<file path="src/rtl/uart_rx_pkg.sv">
// Shared definitions for the UART receive frame controller: FSM state encoding
// and the smallest bit period the receiver will run at.
package uart_rx_pkg;

  typedef enum logic [2:0] {
    IDLE   = 3'd0,
    START  = 3'd1,
    DATA   = 3'd2,
    PARITY = 3'd3,
    STOP   = 3'd4
  } state_t;

  localparam int MIN_PRESCALE = 4;

endpackage

</file>
<file path="src/rtl/uart_rx_sampler.sv">
// Per-bit edge counter and bit-value decision for the UART receiver.
// Macro UART_RX_MAJORITY_VOTE_EN selects a 2-of-3 vote around mid-bit.
module uart_rx_sampler #(
  parameter int PRESCALE_WIDTH = 6
) (
  input  logic                      CLK,
  input  logic                      RST,
  input  logic                      en,
  input  logic                      clear,
  input  logic                      rx_in,
  input  logic [PRESCALE_WIDTH-1:0] prescale,
  output logic                      sample_tick,
  output logic                      sample_bit,
  output logic                      bit_end
);

  localparam logic [PRESCALE_WIDTH-1:0] ONE = 1;

  logic [PRESCALE_WIDTH-1:0] edge_cnt;
  logic [PRESCALE_WIDTH-1:0] half;

  assign half    = prescale >> 1;
  assign bit_end = en && (edge_cnt == prescale - ONE);

  always_ff @(posedge CLK or negedge RST) begin
    if (!RST) begin
      edge_cnt <= '0;
    end else if (clear) begin
      edge_cnt <= '0;
    end else if (en) begin
      edge_cnt <= bit_end ? '0 : edge_cnt + ONE;
    end
  end

`ifdef UART_RX_MAJORITY_VOTE_EN
  logic early;
  logic mid;

  // The third vote is the live line value at the decision edge.
  always_ff @(posedge CLK) begin
    if (en && (edge_cnt == half - ONE)) early <= rx_in;
    if (en && (edge_cnt == half))       mid   <= rx_in;
  end

  assign sample_tick = en && (edge_cnt == half + ONE);
  assign sample_bit  = (early & mid) | (early & rx_in) | (mid & rx_in);
`else
  assign sample_tick = en && (edge_cnt == half);
  assign sample_bit  = rx_in;
`endif

endmodule

</file>
<file path="src/rtl/uart_rx_frame_ctrl.sv">
// UART receive frame controller: start/data/parity/stop sequencing with
// parity and stop checking; frame result reported as one-cycle pulses.
module uart_rx_frame_ctrl
  import uart_rx_pkg::*;
#(
  parameter int DATA_WIDTH     = 8,
  parameter int PRESCALE_WIDTH = 6
) (
  input  logic                      CLK,
  input  logic                      RST,
  input  logic                      RX_IN,
  input  logic [PRESCALE_WIDTH-1:0] PRESCALE,
  input  logic                      PAR_EN,
  input  logic                      PAR_TYP,
  input  logic                      STOP2,
  output logic [DATA_WIDTH-1:0]     P_DATA,
  output logic                      Data_valid,
  output logic                      PAR_ERR,
  output logic                      STP_ERR,
  output logic                      busy
);

  localparam int CNT_W = $clog2(DATA_WIDTH + 1);
  localparam logic [PRESCALE_WIDTH-1:0] PRESCALE_MIN = PRESCALE_WIDTH'(MIN_PRESCALE);
  localparam logic [CNT_W-1:0] CNT_ONE  = 1;
  localparam logic [CNT_W-1:0] CNT_LAST = CNT_W'(DATA_WIDTH);

  state_t state, state_nxt;

  logic [PRESCALE_WIDTH-1:0] prescale_q;
  logic                      par_en_q;
  logic                      par_typ_q;
  logic                      stop2_q;
  logic [CNT_W-1:0]          bit_cnt;
  logic [CNT_W-1:0]          cnt_plus;
  logic                      par_flag;
  logic                      stp_flag;
  logic [DATA_WIDTH-1:0]     shift_q;

  logic start_entry, sample_tick, sample_bit, bit_end;
  logic data_done, last_stop, frame_done, stp_now, par_exp;

  assign busy        = (state != IDLE);
  assign start_entry = (state == IDLE) && !RX_IN;
  assign cnt_plus    = bit_cnt + CNT_W'(sample_tick);
  assign data_done   = (state == DATA) && bit_end && (cnt_plus == CNT_LAST);
  assign last_stop   = (bit_cnt == {{(CNT_W-1){1'b0}}, stop2_q});
  assign frame_done  = (state == STOP) && sample_tick && last_stop;
  assign stp_now     = stp_flag | ~sample_bit;
  assign par_exp     = (^shift_q) ^ par_typ_q;

  uart_rx_sampler #(
    .PRESCALE_WIDTH(PRESCALE_WIDTH)
  ) u_sampler (
    .CLK         (CLK),
    .RST         (RST),
    .en          (busy),
    .clear       (start_entry),
    .rx_in       (RX_IN),
    .prescale    (prescale_q),
    .sample_tick (sample_tick),
    .sample_bit  (sample_bit),
    .bit_end     (bit_end)
  );

  always_ff @(posedge CLK or negedge RST) begin
    if (!RST) state <= IDLE;
    else      state <= state_nxt;
  end

  always_comb begin
    state_nxt = state;
    case (state)
      IDLE:   if (!RX_IN) state_nxt = START;
      START: begin
        if (sample_tick && sample_bit) state_nxt = IDLE;
        else if (bit_end)              state_nxt = DATA;
      end
      DATA:   if (data_done) state_nxt = par_en_q ? PARITY : STOP;
      PARITY: if (bit_end) state_nxt = STOP;
      STOP:   if (frame_done) state_nxt = IDLE;
      default: state_nxt = IDLE;
    endcase
  end

  always_ff @(posedge CLK or negedge RST) begin
    if (!RST) begin
      prescale_q <= PRESCALE_MIN;
      par_en_q   <= 1'b0;
      par_typ_q  <= 1'b0;
      stop2_q    <= 1'b0;
      bit_cnt    <= '0;
      par_flag   <= 1'b0;
      stp_flag   <= 1'b0;
      P_DATA     <= '0;
      Data_valid <= 1'b0;
      PAR_ERR    <= 1'b0;
      STP_ERR    <= 1'b0;
    end else begin
      Data_valid <= 1'b0;
      PAR_ERR    <= 1'b0;
      STP_ERR    <= 1'b0;
      // Frame configuration is frozen for the whole frame at the start edge.
      if (start_entry) begin
        prescale_q <= (PRESCALE < PRESCALE_MIN) ? PRESCALE_MIN : PRESCALE;
        par_en_q   <= PAR_EN;
        par_typ_q  <= PAR_TYP;
        stop2_q    <= STOP2;
        bit_cnt    <= '0;
        par_flag   <= 1'b0;
        stp_flag   <= 1'b0;
      end
      case (state)
        DATA: bit_cnt <= data_done ? '0 : cnt_plus;
        PARITY: if (sample_tick && (sample_bit != par_exp)) par_flag <= 1'b1;
        STOP: begin
          if (sample_tick) begin
            stp_flag <= stp_now;
            if (last_stop) begin
              P_DATA     <= shift_q;
              Data_valid <= ~(par_flag | stp_now);
              PAR_ERR    <= par_flag;
              STP_ERR    <= stp_now;
            end else begin
              bit_cnt <= bit_cnt + CNT_ONE;
            end
          end
        end
        default: ;
      endcase
    end
  end

  always_ff @(posedge CLK) begin
    if ((state == DATA) && sample_tick) shift_q <= {sample_bit, shift_q[DATA_WIDTH-1:1]};
  end

endmodule

</file>
<file path="config.mk">
export PLATFORM = sky130hd
export DESIGN_NAME = uart_rx_frame_ctrl
export DESIGN_NICKNAME = d
export VERILOG_FILES = /design/src/rtl/uart_rx_pkg.sv /design/src/rtl/uart_rx_sampler.sv /design/src/rtl/uart_rx_frame_ctrl.sv
export SDC_FILE = /design/constraint.sdc
export NUM_CORES = 1
export LEC_CHECK = 0
export ABC_AREA = 1
export ABC_CLOCK_PERIOD_IN_PS = 3550
export BUFFER_PORTS_ARGS = -buffer_cell sky130_fd_sc_hd__buf_4
export CAP_MARGIN = 20
export CORE_MARGIN = 1
export CORE_UTILIZATION = 60
export CTS_BUF_LIST = sky130_fd_sc_hd__clkbuf_4
export CTS_CLUSTER_DIAMETER = 100
export CTS_CLUSTER_SIZE = 25
export DETAILED_ROUTE_END_ITERATION = 10
export GPL_TIMING_DRIVEN = 0
export PLACE_DENSITY_LB_ADDON = 0.05
export SLEW_MARGIN = 20
export SYNTH_ARGS = -nofsm -noshare
export SYNTH_HDL_FRONTEND = slang
export SYNTH_SLANG_ARGS = --single-unit
</file>
<file path="constraint.sdc">
create_clock -name CLK -period 3.55 [get_ports CLK]
set_clock_uncertainty 0.1 [all_clocks]
set_input_delay 0.5325 -clock CLK [delete_from_list [all_inputs] [get_ports CLK]]
set_output_delay 0.5325 -clock CLK [all_outputs]
set_load 0.02 [all_outputs]
</file>
## After elaboration in Yosys (flattened, before gate mapping)

Cells that the tools add are included.
Widths: inputs -> output; s select.

- Register bits after elaboration: 43
- Input port bits: 12
- Output and inout bits: 12
- Logic and storage cells: 87

- Add/subtract/negate cells: 4
- Order comparisons: 1
- Eq/ne operators: 14
- Muxes and demuxes: 32
- Bitwise logic cells: 5
- Reduce and logical (&&, ||, !) cells: 17

Operator list:

| operator | number |
|---|---|
| $mux 6 | 4 |
| $mux 3 | 7 |
| $mux 4 | 4 |
| $mux 1 | 15 |
| $pmux 3 s5 | 1 |
| $logic_and 1x1->1 | 10 |
| $ne 2x2->1 const B | 4 |
| $pmux 4 s2 | 1 |
| $reduce_xor 8->1 | 1 |
| $add 6x1->6 const B | 1 |
| $eq 3x2->1 const B | 2 |
| $eq 6x5->1 | 1 |
| $eq 6x6->1 | 1 |
| $lt 6x3->1 const B | 1 |
| $sub 6x1->6 const B | 1 |
| $reduce_and 5->1 | 1 |
| $add 4x1->4 | 1 |
| $add 4x1->4 const B | 1 |
| $eq 4x1->1 | 1 |
| $eq 4x4->1 const B | 1 |
| $eq 3x1->1 const B | 1 |
| $eq 3x3->1 const B | 1 |
| $logic_not 3->1 | 1 |
| $ne 3x3->1 const B | 1 |
| other kinds (8) | 10 |

## Logic depth before layout (Yosys ltp)

Gate-level depths: netlist of the first run.

- Depth after elaboration: 7
- Mapped depth: 18
- Gate-level depth less buffers: 18

## By module

Synthesis of the first run repeated with hierarchy kept, for this count alone.

- Cells, all modules: 333
- Area total of the unflattened synthesis: 2577.5 um^2

By module, submodules not included:

| module | instances | cells an instance | area each (um^2) | sequential area each (um^2) |
|---|---|---|---|---|
| uart_rx_frame_ctrl | 1 | 212 | 1901.8 | 967.2 |
| uart_rx_sampler | 1 | 121 | 675.6 | 150.1 |

## Worst setup path before layout of the first run

No wires, ideal clock.

- Path type: flip-flop to flip-flop
- From: reg state[1]
- To: reg state[1]
- Setup time: 0.117 ns
- Arrival: 2.154 ns
- Data required time: 3.333 ns
- Setup slack: 1.179 ns
- Cell stages (with the launch flop): 17
- Path buffers: 0
- Clock period less this slack: 2.371 ns
- Cell sequence: dfrtp_1 > nor2_1 > nand2_4 > nand2_1 > nor2_4 > nand2_4 > clkinv_4 > ha_1 > ha_1 > nor2_1 > nand2_1 > nor2_1 > nand4_1 > nand2_1 > nand3_1 > nand2_1 > nand2_1

- Word-level cells in the longest chain between the ends: 7
- Elaborated cells on any way between the ends: 23
- Classes of those cells: 1 x add/sub; 10 x eq/ne; 2 x mux; 10 x reduce/logical

Ends and longest elaborated chain:

| item | line | text |
|---|---|---|
| from (decl) | uart_rx_frame_ctrl.sv:28 | `state_t state, state_nxt;` |
| from (signal assigned) | uart_rx_frame_ctrl.sv:68 | `else state <= state_nxt;` |
| $reduce_bool 3->1 * | uart_rx_frame_ctrl.sv:43 | `assign busy = (state != IDLE);` |
| net busy | uart_rx_frame_ctrl.sv:20 | `output logic busy` |
| $logic_and 1x1->1 | uart_rx_sampler.sv:48 | `assign sample_tick = en && (edge_cnt == half);` |
| $add 4x1->4 | uart_rx_frame_ctrl.sv:45 | `assign cnt_plus = bit_cnt + CNT_W'(sample_tick);` |
| $eq 4x4->1 | uart_rx_frame_ctrl.sv:46 | `assign data_done = (state == DATA) && bit_end && (cnt_plus == CNT_LAST);` |
| $logic_and 1x1->1 | uart_rx_frame_ctrl.sv:46 |  |
| $ne 2x2->1 (no line) | - |  |
| $reduce_and 5->1 (no line) | - |  |

Mark *: on every way through the listed nets, which the timed path passes. The rest lies on a longest branch.
A chain may end at the register's enable or synchronous reset.

## Worst setup path in the final report of the first run

- From: reg state[1]
- To: reg state[1]

- Word-level cells in the longest chain between the ends: 7
- Elaborated cells on any way between the ends: 23
- Classes of those cells: 1 x add/sub; 10 x eq/ne; 2 x mux; 10 x reduce/logical

Ends and longest elaborated chain:

| item | line |
|---|---|
| $reduce_bool 3->1 | uart_rx_frame_ctrl.sv:43 |
| $logic_and 1x1->1 | uart_rx_sampler.sv:48 |
| $add 4x1->4 | uart_rx_frame_ctrl.sv:45 |
| $eq 4x4->1 | uart_rx_frame_ctrl.sv:46 |
| $logic_and 1x1->1 | uart_rx_frame_ctrl.sv:46 |
| $ne 2x2->1 (no line) | - |
| $reduce_and 5->1 (no line) | - |

Several ways; a longest one is shown, not always the timed one.

==> results of run 1 <==
registers in the layout, indices dropped and copies added (netlist names), 3 cells and up:
| signal | cells |
|---|---|
| bit_cnt | 4 |
| P_DATA | 8 |
| state | 3 |
| u_sampler.edge_cnt | 6 |
| shift_q | 8 |
| prescale_q | 6 |
layout by cell type, fill, tap and decap left out, types with 3 or more instances in the layout:
master / instances
sky130_fd_sc_hd__nand2_1: 106
sky130_fd_sc_hd__dfrtp_1: 34
sky130_fd_sc_hd__inv_1: 26
sky130_fd_sc_hd__buf_4: 23
sky130_fd_sc_hd__nand3_1: 20
sky130_fd_sc_hd__nor2_1: 19
sky130_fd_sc_hd__xor2_1: 11
sky130_fd_sc_hd__o21ai_0: 10
sky130_fd_sc_hd__xnor2_1: 9
sky130_fd_sc_hd__edfxtp_1: 8
sky130_fd_sc_hd__nand4_1: 6
sky130_fd_sc_hd__inv_2: 5
sky130_fd_sc_hd__ha_1: 5
sky130_fd_sc_hd__clkbuf_4: 5
sky130_fd_sc_hd__o22ai_1: 4
sky130_fd_sc_hd__nand2_4: 3
sky130_fd_sc_hd__nor2_2: 3
sky130_fd_sc_hd__a21oi_1: 3
sky130_fd_sc_hd__nor3_1: 3
path summary, 6_finish.rpt:
path / endpoint / slack [ns] / depth (start not counted)
setup / recovery: state[1]$_DFFE_PN0P_ / 0.91 / 16
hold / removal: u_sampler.edge_cnt[2]$_DFFE_PN0P_ / 0.01 / 1
setup reg to reg: state[1]$_DFFE_PN0P_ / 0.91 / 16
hold reg to reg: P_DATA[4]$_DFFE_PN0P_ / 0.39 / 2
max in group asynchronous: prescale_q[2]$_DFFE_PN1P_ / 2.98 / 1
min in group CLK: stop2_q$_DFFE_PN0P_ / 0.25 / 3
cell families (layout without fill, tap and decap cells):
group | after synthesis | count (layout) | synth area share (%)
flops | 43 | 43 | 46.61
buf+inv | 37 | 68 | 6.211
fa+ha+maj | 5 | 5 | 2.610
compound gates | 25 | 25 | 6.315
simple gates | 166 | 166 | 30.95
xor+xnor | 20 | 20 | 7.307
cells in the mapped netlist, types with 2 or more instances:
cell type                  number  area [um^2]
sky130_fd_sc_hd__a21oi_1        3        15.01
sky130_fd_sc_hd__a21oi_2        2        17.52
sky130_fd_sc_hd__buf_2          2        10.01
sky130_fd_sc_hd__dfrtp_1       34        850.8
sky130_fd_sc_hd__edfxtp_1       8        240.2
sky130_fd_sc_hd__ha_1           5        62.56
sky130_fd_sc_hd__inv_1         26        97.59
sky130_fd_sc_hd__inv_2          5        18.77
sky130_fd_sc_hd__nand2_1      106        397.9
sky130_fd_sc_hd__nand2_4        3        33.78
sky130_fd_sc_hd__nand3_1       20        100.1
sky130_fd_sc_hd__nand4_1        6        37.54
sky130_fd_sc_hd__nor2_1        19        71.32
sky130_fd_sc_hd__nor2_2         3        18.77
sky130_fd_sc_hd__nor3_1         3        15.01
sky130_fd_sc_hd__o211ai_1       2        15.01
sky130_fd_sc_hd__o21ai_0       10        50.05
sky130_fd_sc_hd__o22ai_1        4        25.02
sky130_fd_sc_hd__o31ai_1        2        15.01
sky130_fd_sc_hd__xnor2_1        9        78.83
sky130_fd_sc_hd__xor2_1        11        96.34
cell type report:
type | count | area, um^2 | share of cell area [%]
multi-input cells | 216 | 1131 | 41.72
flip-flops and latches | 43 | 1117 | 41.21
repair buffers | 23 | 172.7 | 6.368
inverters | 34 | 135.1 | 4.984
well taps | 48 | 60.06 | 2.215
clock inverters | 3 | 43.79 | 1.615
clock buffers | 5 | 37.54 | 1.384
plain buffers | 3 | 13.76 | 0.5076
power groups by stage:
stage | Sequential [mW] | Combinational (mW) | Clock (mW)
6_report | 0.647 | 0.628 | 0.311
5_1_grt | 0.653 | 0.720 | 0.342
4_1_cts | 0.645 | 0.628 | 0.319
3_5_place_dp | 0.654 | 0.621 | 0
3_3_place_gp | 0.654 | 0.600 | 0
2_1_floorplan | 0.636 | 0.486 | 0
metal layers:
metal	wire length, um	vias to the layer above
li1	-	1010
met1	2274	901
met2	2219	44
met3	271	6
met4	62	0
met5	0	-
==> results list, run 1 <==
- Status: finished, final reports clean
* Clock tree sinks: 43
- Library cell appearing most often on the critical path: sky130_fd_sc_hd__nand2_1
- The total count of hold-check failures in the final report was 0.
- Initial antenna violation count: 0
- Clock input transition at the sequential cells of the worst setup and hold paths: 0.12 ns
* Maximum clock rate: 0.3781 GHz
- Tightest slew margin relative to the limit: 57.72%
- Net switching is 40.91% of the power.
- The share of total power dissipated in combinational logic is 39.6%.
- Reported net switching power: 0.6487 mW
- TritonCTS created 5 clock buffers.
* Number of synthesized flops with an enable pin: 8
- Core region area: 0.003744 mm^2
- At the placement stage, the worst setup path has a slack of 0.9369 ns.
* Internal: 0.9368 mW
- Data on the critical path arrives at its endpoint at 2.80 ns.
* Launch point of the critical path: state[1]$_DFFE_PN0P_
- Maximum buffer depth of the clock tree: 2
- Setup repair after global routing left no endpoint under its margin.
- Layout Cells excl Fill: 375
- After clock tree synthesis, the repair step resized 0 gates.
- Setup slack closes at 0.9055 ns.
* Signed area change from the synthesized netlist to the final layout: 13.10%
- Overall power consumption after layout is estimated at 1.585 mW.
- 1st-iter DRT viols: 145
- Number of failing setup endpoints in the final timing report: 0
- RePlAce Congestion: 0.8655
- The cell sitting at the root of the clock tree is a sky130_fd_sc_hd__clkbuf_4.
- Detailed placement ended at an HPWL of 3.615 mm.
- Traced cell by cell, the critical path runs through nor2_1 > nand2_4 > nand2_1 > nor2_4 > nand2_4 > clkinv_4 > ha_1 > ha_1 > xnor2_1 > nand2_1 > nor2_1 > nand4_1 > nand2_1 > nand3_1 > nand2_1 > nand2_1.
- Count of H-tree levels built during CTS: 2
* Total negative slack: 0 ns
- The number of nets in the synthesized netlist is 313.
- Max FO, Critical Path: 9
- During I/O placement, the number of pins put on the boundary was 24.
- Pre-antenna DRT Iters: 4
- Number of register bits inferred by synthesis: 43
- In this run the core area contains 22 standard-cell rows.
* Detailed-route via count: 1961
* Share of synthesized area occupied by flip-flops and latches: 46.61%
- For this run, the slowest stage of the critical path takes 0.44 ns.
- Area after DPL: 0.002630 mm^2
- TritonCTS built the clock tree.
- Once layout is complete, the utilization of the core stands at 72.43%.
- For the worst-skew pair, the clock arrives at the later sink with an insertion delay of 0.36 ns.
- The cell area that synthesis handed to floorplanning was 0.002397 mm^2.
- Of the available clock period, the critical path in the final layout requires 74.49%.
* Maximum number of pins on one net before global-route repair: 36
- Average wire length per cell after detail routing: 12.87 um
- Crit Path Category: flip-flop to flip-flop
- Ys Warns: 0
* Minimum period implied by the final worst setup slack: 2.644 ns
- Launching element type of the critical path: flip-flop
- First-pass GRT wire length: 8.721 mm
- For this run, the leading register cell type out of synthesis is sky130_fd_sc_hd__dfrtp_1.
* WL final: 4.828 mm
- In this run the horizontal extent of the chip is 65.21 um.
* Static Leak: 1.391 nW
* Count of pins over their slew limit: 0
- Across the run, the number of max-cap violations was 0.
* Endpoint kind of the worst setup timing path: flip-flop
* Hold_buf cts: 0
- The clock network is responsible for 19.6% of the overall power.
- Peak-usage layer in the global routing report: met2
- Worst hold slack across all endpoints: 0.01118 ns
* Number of instances in the synthesized netlist: 296
* Die Y: 65.21 um
- Fill cell total of the finished layout: 312
- Starting density of the core: 64.04%
- Cell total after placement: 367
* Worst Max-Slew Pin Slew: 0.6319 ns
* Critical R2R Launch: state[1]$_DFFE_PN0P_
- Counting flops with an async set or reset pin after synthesis yields a share of 81.40%.
- STA puts the critical path data required time at 3.70 ns.
* Total global-route track usage: 27.14%
* Average cell area after synthesis: 8.099 um^2
- Power density normalized to cell area: 584.8 mW/mm^2
- Number of port buffers: 23
- Vias in the first global route: 1920
* Met2 track demand over resource in global routing: 42.01%
- The die covers 0.004252 mm^2.
- Buffer and inverter count on the worst path: 1
- Standard cell with the maximum stage delay on the critical path: sky130_fd_sc_hd__dfrtp_1
- For this run the aggregate overflow at the end of global routing stands at 0.
* Vias per cell: 5.229
* Met1 track demand over resource in global routing: 37.88%
* Sequential cell fraction of total power: 40.8%
- Fraction of met3 tracks used by global routing: 5.382%
- In the final layout, the share of cells above drive strength 1 is 15.90%.
* Worst hold-check path type: primary input to asynchronous set/reset pin
* DRC Markers: 0
- After clock tree synthesis, the setup repair step added 0 buffers.
- Across the VDD grid, the largest voltage drop is 402.8 uV.
- Once detail routing completed, the nets flagged for antenna violations numbered 0.
* Cell family contributing the most delay on the critical path: simple AND/OR/NAND/NOR gates
* Antenna diode count: 0
- Once layout is done, the placed cells without fillers occupy 0.002711 mm^2.
- Layout Nets: 343
- Yosys mapped the design onto 34 distinct sky130hd cell types.
Note: power is estimated with default switching activity, not from simulation.
==> run 2, diff against run 1 <==
--- a/config.mk
+++ b/config.mk
@@ -6,11 +6,11 @@
 export NUM_CORES = 1
 export LEC_CHECK = 0
 export ABC_AREA = 1
-export ABC_CLOCK_PERIOD_IN_PS = 3550
+export ABC_CLOCK_PERIOD_IN_PS = 2200
 export BUFFER_PORTS_ARGS = -buffer_cell sky130_fd_sc_hd__buf_4
 export CAP_MARGIN = 20
 export CORE_MARGIN = 1
-export CORE_UTILIZATION = 60
+export CORE_UTILIZATION = 55
 export CTS_BUF_LIST = sky130_fd_sc_hd__clkbuf_4
 export CTS_CLUSTER_DIAMETER = 100
 export CTS_CLUSTER_SIZE = 25
==> constraint.sdc (replaced) <==
create_clock -name CLK -period 2.2 [get_ports CLK]
set_clock_uncertainty 0.1 [all_clocks]
set_input_delay 0.33 -clock CLK [delete_from_list [all_inputs] [get_ports CLK]]
set_output_delay 0.33 -clock CLK [all_outputs]
set_load 0.02 [all_outputs]
==> run 2 against run 1 <==
The flow now finishes with violations (setup timing). Highest routed layer unchanged. Clock power increased by 32%. Hold slack improved by 0.046 ns. Final cell count rose by 2.1%. Sequential share of layout area decreased by 1.6 points. Combinational power grew 78%.
==> results list, run 2 (synthesis results as in run 1) <==
- The die height was 68.02 um (was 65.21 um).
- Buffer and inverter count on the worst path: 2 (was 1)
- The total setup violations reported at the end of the flow was 4 (was 0).
* Clock input transition at the sequential cells of the worst setup and hold paths: 0.13 ns (was 0.12 ns)
- Top library cells by usage in the layout, fill and taps aside: 103 x sky130_fd_sc_hd__nand2_1, 32 x sky130_fd_sc_hd__dfrtp_1, 28 x sky130_fd_sc_hd__buf_4 (was 106 x sky130_fd_sc_hd__nand2_1, 34 x sky130_fd_sc_hd__dfrtp_1, 26 x sky130_fd_sc_hd__inv_1).
* Relative contribution of combinational cells to total power: 43.2% (was 39.6%)
- The number of antenna violations at the first check in global routing was 0 (unchanged).
* Die area: 0.004627 mm^2 (was 0.004252 mm^2)
* Total global-route track usage: 24.90% (was 27.14%)
- The TritonCTS clock tree is built (unchanged).
- The total area of sequential cells came to 0.001120 mm^2 (was 0.001117 mm^2).
- Boundary pin count: 24 (unchanged)
- Signed area change from the synthesized netlist to the final layout: 17.90% (was 13.10%)
- Clock tree sinks: 43 (unchanged)
* Launching element type of the critical path: flip-flop (unchanged)
* WL final: 4.912 mm (was 4.828 mm)
* Vias per cell: 5.240 (was 5.229)
- The most frequent cell on the critical path is sky130_fd_sc_hd__nand2_1 (unchanged).
* Minimum period implied by the final worst setup slack: 2.300 ns (was 2.644 ns)
* Violations in the final reports: setup timing
- The cell family with the largest share of critical-path delay was simple AND/OR/NAND/NOR gates (unchanged).
- The register-to-register path setup slack came to -0.10 ns (was 0.91 ns).
- Sequential cell fraction of total power: 41.0% (was 40.8%)
- The routed wirelength normalized by instance count came to 12.83 um (was 12.87 um).
- Maximum number of pins on one net before global-route repair: 36 (unchanged)
* Endpoint kind of the worst setup timing path: flip-flop (unchanged)
- The post-route total power was 2.594 mW (was 1.585 mW).
* Number of nets still failing antenna checks after routing: 0 (unchanged)
- Registers with the most flip-flops: P_DATA x8, shift_q x8 (unchanged).
- First-pass GRT wire length: 8.438 mm (was 8.721 mm)
* Core region area: 0.004086 mm^2 (was 0.003744 mm^2)
- Pre-antenna DRT Iters: 4 (unchanged)
- Worst hold-check path type: primary input to flip-flop (was primary input to asynchronous set/reset pin)
- DRC Markers: 0 (unchanged)
- The power density over the cells is 917.8 mW/mm^2 (was 584.8 mW/mm^2).
* Net switching fraction of the power: 43.13% (was 40.91%)
- The final worst-path cycle share is 104.5% (was 74.49%).
* Reported net switching power: 1.119 mW (was 0.6487 mW)
* Max IR drop VDD: 700.8 uV (was 402.8 uV)
* Maximum clock rate: 0.4348 GHz (was 0.3781 GHz)
- The multi-input logic area was 0.001211 mm^2 (was 0.001131 mm^2).
- Max FO, Critical Path: 4 (was 9)
* Post-layout worst setup margin: -0.1001 ns (was 0.9055 ns)
- The kind of critical path is flip-flop to flip-flop (unchanged).
- Clock group share of total power: 15.8% (was 19.6%)
- The final number of max-transition violations is 0 (unchanged).
- Tightest slew margin relative to the limit: 66.97% (was 57.72%)
- Count of H-tree levels built during CTS: 2 (unchanged)
* Maximum cell stage delay along the critical path: 0.59 ns (was 0.44 ns)
* Required time at the endpoint of the critical path: 2.37 ns (was 3.70 ns)
- The final weighted congestion in routability-driven placement is 0.8916 (was 0.8655).
* Final Hold Fails: 0 (unchanged)
- RSZ-0062 raised after global routing: true (was false)
- Die Wd: 68.02 um (was 65.21 um)
- Critical path arrival: 2.47 ns (was 2.80 ns)
- The starting utilization of the core area is 58.67% (was 64.04%).
- The internal portion of total power was 1.475 mW (was 0.9368 mW).
- Detailed-route via count: 2007 (was 1961)
* Design area: 0.002826 mm^2 (was 0.002711 mm^2)
- The master cell of the clock root buffer is sky130_fd_sc_hd__clkbuf_4 (unchanged).
- The clock network latency to the later pin of the worst-skew pair is 0.37 ns (was 0.36 ns).
* Fill cell total of the finished layout: 348 (was 312)
* Layout Nets: 349 (was 343)
* 1st-iter DRT viols: 95 (was 145)
- The number of global-route vias before repair was 1859 (was 1920).
- Critical-path cell list: nand2_1 > nand2_1 > clkinv_2 > nand2_4 > nor2_4 > nand2_4 > clkinv_4 > ha_4 > ha_4 > xnor2_2 > nand2_1 > nor2_1 > nand4_1 > nand2_2 > nand3_1 > nand2_1 > nand2_1 (was nor2_1 > nand2_4 > nand2_1 > nor2_4 > nand2_4 > clkinv_4 > ha_1 > ha_1 > xnor2_1 > nand2_1 > nor2_1 > nand4_1 > nand2_1 > nand3_1 > nand2_1 > nand2_1)
- Cts bufs inserted: 5 (unchanged)
- The number of standard-cell rows in the floorplan came to 23 (was 22).
- Number of port buffers: 23 (unchanged)
- The number of antenna repair diodes came to 0 (unchanged).
- Detailed-placement wirelength estimate: 3.546 mm (was 3.615 mm)
- Area after DPL: 0.002663 mm^2 (was 0.002630 mm^2)
* Total gr overflow: 0 (unchanged)
* Status: finished, violations left (was finished, final reports clean)
- The leading cell type in the layout, fill and taps excluded was sky130_fd_sc_hd__nand2_1 (unchanged).
- The critical-path cell with the highest stage delay is sky130_fd_sc_hd__dfstp_2 (was sky130_fd_sc_hd__dfrtp_1).
- The actual transition at the worst max-transition pin is 0.4909 ns (was 0.6319 ns).
- The hold slack came to 0.05735 ns (was 0.01118 ns).
- The leakage power of the design came to 1.410 nW (was 1.391 nW).
* Maximum buffer depth of the clock tree: 2 (unchanged)
- Max-capacitance violation count: 0 (unchanged)
- Fraction of layout cells with a size suffix above 1: 21.62% (was 15.90%)
==> run 2: repair_timing <==
item,CTS,global route
endpoints found under the hold margin,34,0
endpoints found under the setup margin,4,12
buffers inserted,5,0
hold buffers,1,0
resized for setup,11,3
pin swaps,3,1
==> run 2: path summary, 6_finish.rpt <==
path | start | cells past startpoint | endpoint
setup / recovery | prescale_q[2]$_DFFE_PN1P_ | 17 | state[1]$_DFFE_PN0P_
hold / removal | STOP2 | 3 | stop2_q$_DFFE_PN0P_
setup reg to reg | prescale_q[2]$_DFFE_PN1P_ | 17 | state[1]$_DFFE_PN0P_
hold reg to reg | P_DATA[2]$_DFFE_PN0P_ | 2 | P_DATA[2]$_DFFE_PN0P_
max in group asynchronous | RST | 2 | prescale_q[2]$_DFFE_PN1P_
min in group asynchronous | RST | 2 | u_sampler.edge_cnt[4]$_DFFE_PN0P_
==> run 2: final cells by class <==
cell class	count	share of cell area (%)
plain buffers	3	0.4869
repair buffers	29	7.791
clock buffers	5	1.328
clock inverters	3	0.8853
multi-input cells	216	42.85
well taps	50	2.213
inverters	34	4.825
flip-flops and latches	43	39.62
==> run 2: power by group through the flow <==
stage / logic, mW / registers (mW) / clock network (mW)
CTS: 1.11 / 1.06 / 0.421
global route: 1.27 / 1.08 / 0.448
global placement: 0.988 / 1.06 / 0
finish: 1.12 / 1.06 / 0.410
detailed placement: 1.01 / 1.06 / 0
floorplan: 0.797 / 1.03 / 0
==> run 2: per-layer routing <==
metal	share of wire [%]	track usage [%]
met1	50	35.21
met2	45	37.50
met3	4.2	5.667
met4	1.4	8.073
met5	0	0
==> run 2: tightest hold or removal path: stages <==
cell and delay (ns):
sky130_fd_sc_hd__buf_4 0.07, sky130_fd_sc_hd__nand2_1 0.04, sky130_fd_sc_hd__nand2_1 0.05
==> run 2: through the flow <==
step           setup WS [ns]  cells  util (%)  TNS [ns]
4_1_cts             -0.07530    383     69.08  -0.09677
2_1_floorplan       0.004129    296         -         0
3_5_place_dp         -0.2383    369     65.16   -0.6688
5_1_grt              -0.2799    383     69.17   -0.8570
6_report             -0.1001    383     69.17   -0.2008
3_3_place_gp         -0.2224    369     65.16   -0.6250
